## src/rtl/app_pkg.sv

```systemverilog
// Shared definitions for the application codec input path: launch FSM states
// and default buffer geometry.
package app_pkg;

  localparam int APP_DEPTH = 32;
  localparam int APP_WIDTH = 32;
  localparam int BS_W      = 5;

  typedef enum logic [1:0] {
    IDLE   = 2'd0,
    LAUNCH = 2'd1,
    RUN    = 2'd2
  } app_state_e;

endpackage

```

## src/rtl/app_sync_fifo.sv

```systemverilog
// First-word-fall-through FIFO with separate level counter and sticky
// overflow/underflow flags.
module app_sync_fifo #(
  parameter int DEPTH = 32,
  parameter int WIDTH = 32,
  parameter int AW    = 5
) (
  input  logic             clk,
  input  logic             hreset,
  input  logic             wr_en,
  input  logic [WIDTH-1:0] wr_data,
  input  logic             pop,
  input  logic             clr_err,
  output logic [WIDTH-1:0] dout,
  output logic [AW:0]      level,
  output logic             full,
  output logic             empty,
  output logic             ovf,
  output logic             udf
);

  localparam logic [AW:0] FULL_LVL = (AW+1)'(DEPTH);

  logic [WIDTH-1:0] mem [DEPTH];
  logic [AW-1:0]    wr_ptr;
  logic [AW-1:0]    rd_ptr;
  logic             push_ok;
  logic             pop_ok;

  assign full  = (level == FULL_LVL);
  assign empty = (level == '0);
  assign dout  = mem[rd_ptr];

  // A pop on a full FIFO frees the slot the concurrent write lands in.
  assign pop_ok  = pop && !empty;
  assign push_ok = wr_en && (!full || pop_ok);

  always_ff @(posedge clk) begin
    if (push_ok) mem[wr_ptr] <= wr_data;
  end

  always_ff @(posedge clk or posedge hreset) begin
    if (hreset) begin
      wr_ptr <= '0;
      rd_ptr <= '0;
      level  <= '0;
      ovf    <= 1'b0;
      udf    <= 1'b0;
    end else begin
      if (push_ok) wr_ptr <= wr_ptr + AW'(1);
      if (pop_ok)  rd_ptr <= rd_ptr + AW'(1);
      case ({push_ok, pop_ok})
        2'b10:   level <= level + (AW+1)'(1);
        2'b01:   level <= level - (AW+1)'(1);
        default: level <= level;
      endcase
      // A fresh error takes priority over a same-cycle clear.
      if (wr_en && !push_ok) ovf <= 1'b1;
      else if (clr_err)      ovf <= 1'b0;
      if (pop && empty)      udf <= 1'b1;
      else if (clr_err)      udf <= 1'b0;
    end
  end

endmodule

```

## src/rtl/app_infifo.sv

```systemverilog
// Input buffer for the XOR codec: buffers AHB writes and launches the codec
// only once a whole block is resident.
module app_infifo
  import app_pkg::*;
#(
  parameter int DEPTH = APP_DEPTH,
  parameter int WIDTH = APP_WIDTH,
  parameter int AW    = 5
) (
  input  logic             clk,
  input  logic             hreset,
  input  logic             wr_en,
  input  logic [WIDTH-1:0] wr_data,
  input  logic [BS_W-1:0]  block_size,
  input  logic             enable,
  input  logic             pop,
  input  logic             done,
  input  logic             clr_err,
  output logic [WIDTH-1:0] dout,
  output logic             app_start,
  output logic             busy,
  output logic [AW:0]      level,
  output logic             full,
  output logic             empty,
  output logic             ovf,
  output logic             udf
);

  app_state_e state_q;
  app_state_e state_d;
  logic       trigger;

  app_sync_fifo #(
    .DEPTH (DEPTH),
    .WIDTH (WIDTH),
    .AW    (AW)
  ) u_fifo (
    .clk     (clk),
    .hreset  (hreset),
    .wr_en   (wr_en),
    .wr_data (wr_data),
    .pop     (pop),
    .clr_err (clr_err),
    .dout    (dout),
    .level   (level),
    .full    (full),
    .empty   (empty),
    .ovf     (ovf),
    .udf     (udf)
  );

  // block_size only matters here, while IDLE; the codec keeps its own copy.
  assign trigger = enable && (block_size != '0) && !busy &&
                   (level >= (AW+1)'(block_size));

  always_ff @(posedge clk or posedge hreset) begin
    if (hreset) state_q <= IDLE;
    else        state_q <= state_d;
  end

  always_comb begin
    state_d   = state_q;
    app_start = 1'b0;
    busy      = 1'b0;
    case (state_q)
      IDLE:    if (trigger) state_d = LAUNCH;
      LAUNCH: begin
        app_start = 1'b1;
        state_d   = RUN;
      end
      RUN: begin
        busy = 1'b1;
        if (done) state_d = IDLE;
      end
      default: state_d = IDLE;
    endcase
  end

endmodule

```

## config.mk

```make
export PLATFORM = sky130hd
export DESIGN_NAME = app_infifo
export DESIGN_NICKNAME = d
export VERILOG_FILES = /design/src/rtl/app_pkg.sv /design/src/rtl/app_sync_fifo.sv /design/src/rtl/app_infifo.sv
export SDC_FILE = /design/constraint.sdc
export NUM_CORES = 1
export LEC_CHECK = 0
export ABC_CLOCK_PERIOD_IN_PS = 2960
export CAP_MARGIN = 20
export CORE_MARGIN = 2
export CORE_UTILIZATION = 47
export DETAILED_ROUTE_END_ITERATION = 8
export PLACE_DENSITY = 0.66
export SLEW_MARGIN = 20
export SYNTH_ARGS = -nofsm -noshare
export SYNTH_HDL_FRONTEND = slang
export SYNTH_SLANG_ARGS = --single-unit
```

## constraint.sdc

```tcl
create_clock -name clk -period 2.96 [get_ports clk]
set_input_delay 0.592 -clock clk [delete_from_list [all_inputs] [get_ports clk]]
set_output_delay 0.592 -clock clk [all_outputs]
set_load 0.01 [all_outputs]
```

# Yosys cells after proc, flatten, opt, wreduce, memory -nomap -nowiden
# Memories as Yosys holds them, arrays and structs flattened.
# Cells that the tools add are included.
[totals]
out_inout_bits = 44
word_cells = 49
memories = 1
ff_bits = 20
mem_bits_rw = 1024
[op_classes]
reduce_logical = 19
n_lt_le_gt_ge = 1
n_mux = 11
addsub = 4
n_eq_ne = 7
[memory_table]
columns = ["memory", "words", "word_bits", "read_ports", "rd_ports_with_merged_regs", "write_ports", "line_no", "rtl"]
rows = [
  ["u_fifo.mem", 32, 32, 1, 0, 1, "app_sync_fifo.sv:24", "logic [WIDTH-1:0] mem [DEPTH];"],
]
[op_table]
columns = ["op", "count"]
rows = [
  ["$pmux W6 S2", 1],
  ["$add A5 B1 Y5 const B", 2],
  ["$logic_and A1 B1 Y1", 7],
  ["$mux W1", 7],
  ["$add A6 B1 Y6 const B", 1],
  ["$eq A6 B6 Y1 const B", 1],
  ["$ge A6 B5 Y1", 1],
  ["$logic_not A6 Y1", 1],
  ["$pmux W2 S3", 1],
  ["$reduce_bool A2 Y1", 3],
  ["$sub A6 B1 Y6 const B", 1],
  ["$reduce_bool A5 Y1", 1],
  ["$eq A2 B1 Y1 const B", 2],
  ["$eq A2 B2 Y1 const B", 2],
  ["$logic_not A1 Y1", 4],
  ["$mux W2", 2],
  ["$ne A2 B2 Y1 const B", 2],
  ["$logic_not A2 Y1", 1],
  ["$reduce_and A2 Y1", 1],
  ["$logic_or A1 B1 Y1", 1],
]

# Depth between registers and ports, before layout
# Gate-level depths: netlist (run 1).
[depth]
depth_word = 8
depth_mapped = 11
mapped_depth_nobuf = 10

# By module
# A second synthesis (run 1) with hierarchy kept.
[hier_totals]
cells_unflattened = 1894
hier_area_um2 = 40385.0
[by_module_without_submodules]
columns = ["module", "area_per_inst_um2", "cells_per_inst", "instances"]
rows = [
  ["app_sync_fifo", 40168.5, 1869, 1],
  ["app_infifo", 216.5, 25, 1],
]

# Worst setup path before layout (run 1)
# No wires, ideal clock.
[synth_path]
path_kind = "input -> register"
startpoint = "input pop"
endpoint = "memory u_fifo.mem[31][0] (enable)"
path_buffers = 1
setup_ns = 0.421
slack_ns = -0.239
path_stages = 5
required_ns = 2.539
t_arrival_ns = 2.778
path_cell_list = "inv_1 > a41oi_1 > nand2_1 > buf_2 > nor2_1"
[synth_via]
elab_chain_len = 5
[synth_rtl]
columns = ["element", "line_no", "rtl"]
rows = [
  ["start: declaration", "app_infifo.sv:16", "input logic pop,"],
  ["$logic_and A1 B1 Y1", "app_sync_fifo.sv:35", "assign pop_ok = pop && !empty;"],
  ["$logic_or A1 B1 Y1", "app_sync_fifo.sv:36", "assign push_ok = wr_en && (!full || pop_ok);"],
  ["$logic_and A1 B1 Y1", "app_sync_fifo.sv:36", ""],
  ["$mux W1", "app_sync_fifo.sv:39", "if (push_ok) mem[wr_ptr] <= wr_data;"],
  ["$mux W1 (not written as such)", "app_sync_fifo.sv:39", ""],
  ["end: declaration", "app_sync_fifo.sv:24", ""],
]
# Every way passes these cells.

# Worst setup path after layout (run 1)
[layout_path]
startpoint = "register u_fifo.rd_ptr[0]"
endpoint = "output dout[17]"
[layout_via]
elab_chain_len = 1
[layout_rtl]
columns = ["element", "line_no", "rtl"]
rows = [
  ["start: declaration", "app_sync_fifo.sv:26", "logic [AW-1:0] rd_ptr;"],
  ["start signal: assignment", "app_sync_fifo.sv:51", "if (pop_ok) rd_ptr <= rd_ptr + AW'(1);"],
  ["$mem_v2 Z32 W32", "-", ""],
  ["end: declaration", "app_infifo.sv:19", "output logic [WIDTH-1:0] dout,"],
]
# Every way passes these cells.

==> reports/metrics.yaml, run 1 <==
synthesis:
  synth_edf_count: 1024
  netlist_area_mm2: 0.0401
  syn-num-nets: 1907
  synth-seq-cells: 1044
  syn_inst: 1848
  ys_types: 45
  synth.avg_cell_area_um2: 21.7
  yosysSeqAreaShare: 0.779
  yosys_warnings: 0
  async_flop_share: 0.0192
  synth-main-ff-cell: "edfxtp_1"
sta:
  rsz0062_at_grt: "yes"
  hold_viol: 0
  fin_skew_ns: 0.0334
  finalSetupTns_ns: -14.17
  setup-violations-final: 32
  maxSlewHeadroom: 0.295
  min_period_over_period: 1.18
  worst_slack_ns: -0.528
  tightest_slew_ns: 1.05
  max_freq_mhz: 287
  period_needed_ns: 3.49
  worst_hold_slack_ns: 0.345
  maxSlewViolCount: 0
die:
  core_mm2: 0.0849
  dieArea_mm2: 0.0877
  die_x_um: 296
  die_y_um: 296
  rows: 107
  start_util: 0.473
  ioPinCount: 88
route:
  firstDrtPassIters: 5
  num_vias: 21000
  via_per_inst: 6.04
  drc: 0
  post_drt_wl_per_cell_um: 30.3
  drt-initial-drc-count: 2279
  final_antenna_net_count: 0
  routed_wl_um: 105000
cts:
  cts_sinks: 1044
  htree_levels: 3
  postCtsHoldBufs: 0
  cts_buffer_depth: 3
  cts_root_buf: "clkbuf_16"
  cts_tree: "yes"
  clkLatencyLatePin_ns: 0.67
  path_clk_slew_ns: 0.06
  numCtsBuffers: 102
placed_design:
  placed_cell_area_mm2: 0.0453
  finalWeightedCongestion: 0.809
  port_buffers: 87
  hpwlAfterDp_um: 61500
worst_setup_path:
  crit_family: "buffers and inverters"
  timing.rr.start: "u_fifo.level[4]"
  cp.arrival_ns: 2.90
  cp_num_buf_inv: 7
  reg2reg_slack_ns: 0.31
  reg2regPathDepth: 10
  cp_max_fo: 7
  r2r-end: "u_fifo.level[5]"
  crit_top_cell: "buf_16"
  cp_cell_sequence: "buf_16, buf_12, buf_16, buf_12, buf_16, buf_6, mux4_2, a22oi_2, a22oi_2, buf_2"
  crit_path_start_kind: "flop"
  critPathSlowestCell: "dfrtp_4"
  cpPeakStageDelay_ns: 0.53
  end_kind: "output pin"
  worstPathRequired_ns: 2.37
  worstSetupPathType: "flop to output pin"
cells_and_area:
  finalNetCount: 2311
  final_common_cell: "edfxtp_1"
  final_cell_area_mm2: 0.0504
  final_cell_mix: "edfxtp_1, mux4_2, buf_4, mux2i_1, buf_12"
  synthToLayoutAreaGrowth_pct: 25.6
  final_util: 0.594
  antenna_cells: 0
  drive_above_1_share: 0.362
power:
  ir_drop_mv: 0.594
  p_leak_nw: 16.5
  power_mw: 49.0
  powerDensity_mw_per_mm2: 972
run_status:
  status: "finished, violations left"
  violations: "setup timing"
grt:
  grt_max_degree: 33
  grt_use_total: 0.244
  grt_pass1_vias: 21700
  overflow: 0
  grt_pass1_wl_um: 150000
  antenna_found_initial: 2
job:
  drv_cap: 0
hold_path:
  hold_class: "input pin to asynchronous set/reset pin"
[power breakdown]
part | total [mW] | switching, mW | internal (mW) | leakage (nW)
sequential | 17.7 | 0.480 | 17.2 | 9.46
combinational | 18.3 | 9.30 | 9.01 | 5.45
clock | 12.9 | 5.43 | 7.52 | 1.63
total | 49.0 | 15.2 | 33.8 | 16.5
[worst register-to-register path, cell delays in order (launching register included)]
cell,delay [ns]
dfrtp_1,0.46
nor3_4,0.23
a31oi_1,0.14
nand2_1,0.11
inv_1,0.10
ha_1,0.31
and3_1,0.20
a2111oi_2,0.43
buf_4,0.19
nand2_1,0.05
a311o_1,0.30
[cells in the mapped netlist (2+ instances only)]
cell       number  area, um2
nand3b_1        5       37.5
edfxtp_1     1024      30700
mux2i_1       130       1300
nor2b_1         6       37.5
nand3_1         7       35.0
a21o_1          3       22.5
buf_4          20        150
a2111oi_2      24        360
nor2_1         39        146
o21ai_0         5       25.0
mux4_2        192       4320
ha_1           14        175
a22o_1         23        201
clkbuf_1       38        143
o221ai_1       32        280
or2_2           2       12.5
a211oi_1        9       67.6
buf_2          37        185
xnor2_1        10       87.6
o22ai_1        32        200
dfrtp_1        20        500
a22oi_1        48        360
mux2_1          3       33.8
nor3_1          4       20.0
inv_1          18       67.6
a21oi_1        60        300
and3_1          2       12.5
buf_6           8       90.1
nand2_1        15       56.3
nand4_1         3       18.8
[metrics by stage]
| step | worst slack, ns | std cells |
|---|---|---|
| 2_1_floorplan | -0.239 | 1848 |
| 3_3_place_gp | -0.392 | 3224 |
| 3_5_place_dp | -0.387 | 3224 |
| 4_1_cts | -0.552 | 3475 |
| 5_1_grt | -0.609 | 3478 |
| 6_report | -0.528 | 3478 |
[sequential cells by signal, summed over array words and instances, names as in the netlist]
name and count:
u_fifo.mem 1024, u_fifo.level 6, u_fifo.rd_ptr 5, u_fifo.wr_ptr 5, state_q 2, u_fifo.ovf 1
u_fifo.udf 1
[logic make-up (layout without fill, tap and decap cells)]
kind of cell,after synthesis,count (layout),synth area share
DFF,1044,1044,0.779
xor gates and xnor gates,11,11,0.00240
adders and majority gates,15,15,0.00486
and+or+nand+nor,88,88,0.0103
AOI/OAI and AO/OA,242,242,0.0465
buffers and inverters,122,608,0.0159
muxes,326,326,0.141
[per-layer routing]
| layer | track usage | vias up | part of all wire |
|---|---|---|---|
| met3 | 0.0522 | 205 | 0.082 |
| li1 | - | 8648 | - |
| met1 | 0.324 | 11200 | 0.39 |
| met2 | 0.400 | 1004 | 0.49 |
| met5 | 0 | - | 0.00021 |
| met4 | 0.0867 | 4 | 0.035 |
[worst max path at each step]
stage,start,end,slack (ns),cells after the start
2_1_floorplan,pop,u_fifo.mem[31][0],-0.24,5
3_3_place_gp,u_fifo.rd_ptr[3],dout[29],-0.39,8
3_5_place_dp,u_fifo.rd_ptr[3],dout[29],-0.39,7
4_1_cts,u_fifo.rd_ptr[0],dout[17],-0.55,10
5_1_grt,u_fifo.rd_ptr[0],dout[17],-0.61,10
6_report,u_fifo.rd_ptr[0],dout[17],-0.53,10
[area by class of cell]
cell class                 instances  area [um2]
fill                            5958       34500
sequential                      1044       31300
multi-input combinational        682        9310
timing repair buffer             404        4990
clock buffer                     128        2700
tap                             1144        1430
clock inverter                    58         642
inverter                          18        67.6
[what timing repair did]
action | 4_1_cts | 5_1_grt
setup buffers | 60 | 5
setup endpoints to repair | 32 | 34
pin swaps | 66 | 30
cloned | 9 | 1
resized for setup | 282 | 49
Note: power is estimated with default switching activity, not from simulation.
==> run 2: changes to the inputs <==
HOLD_SLACK_MARGIN = 0.03   (was not set)
==> results of run 2 <==
The final DEF is identical to that of run 1; final timing and power are the same.
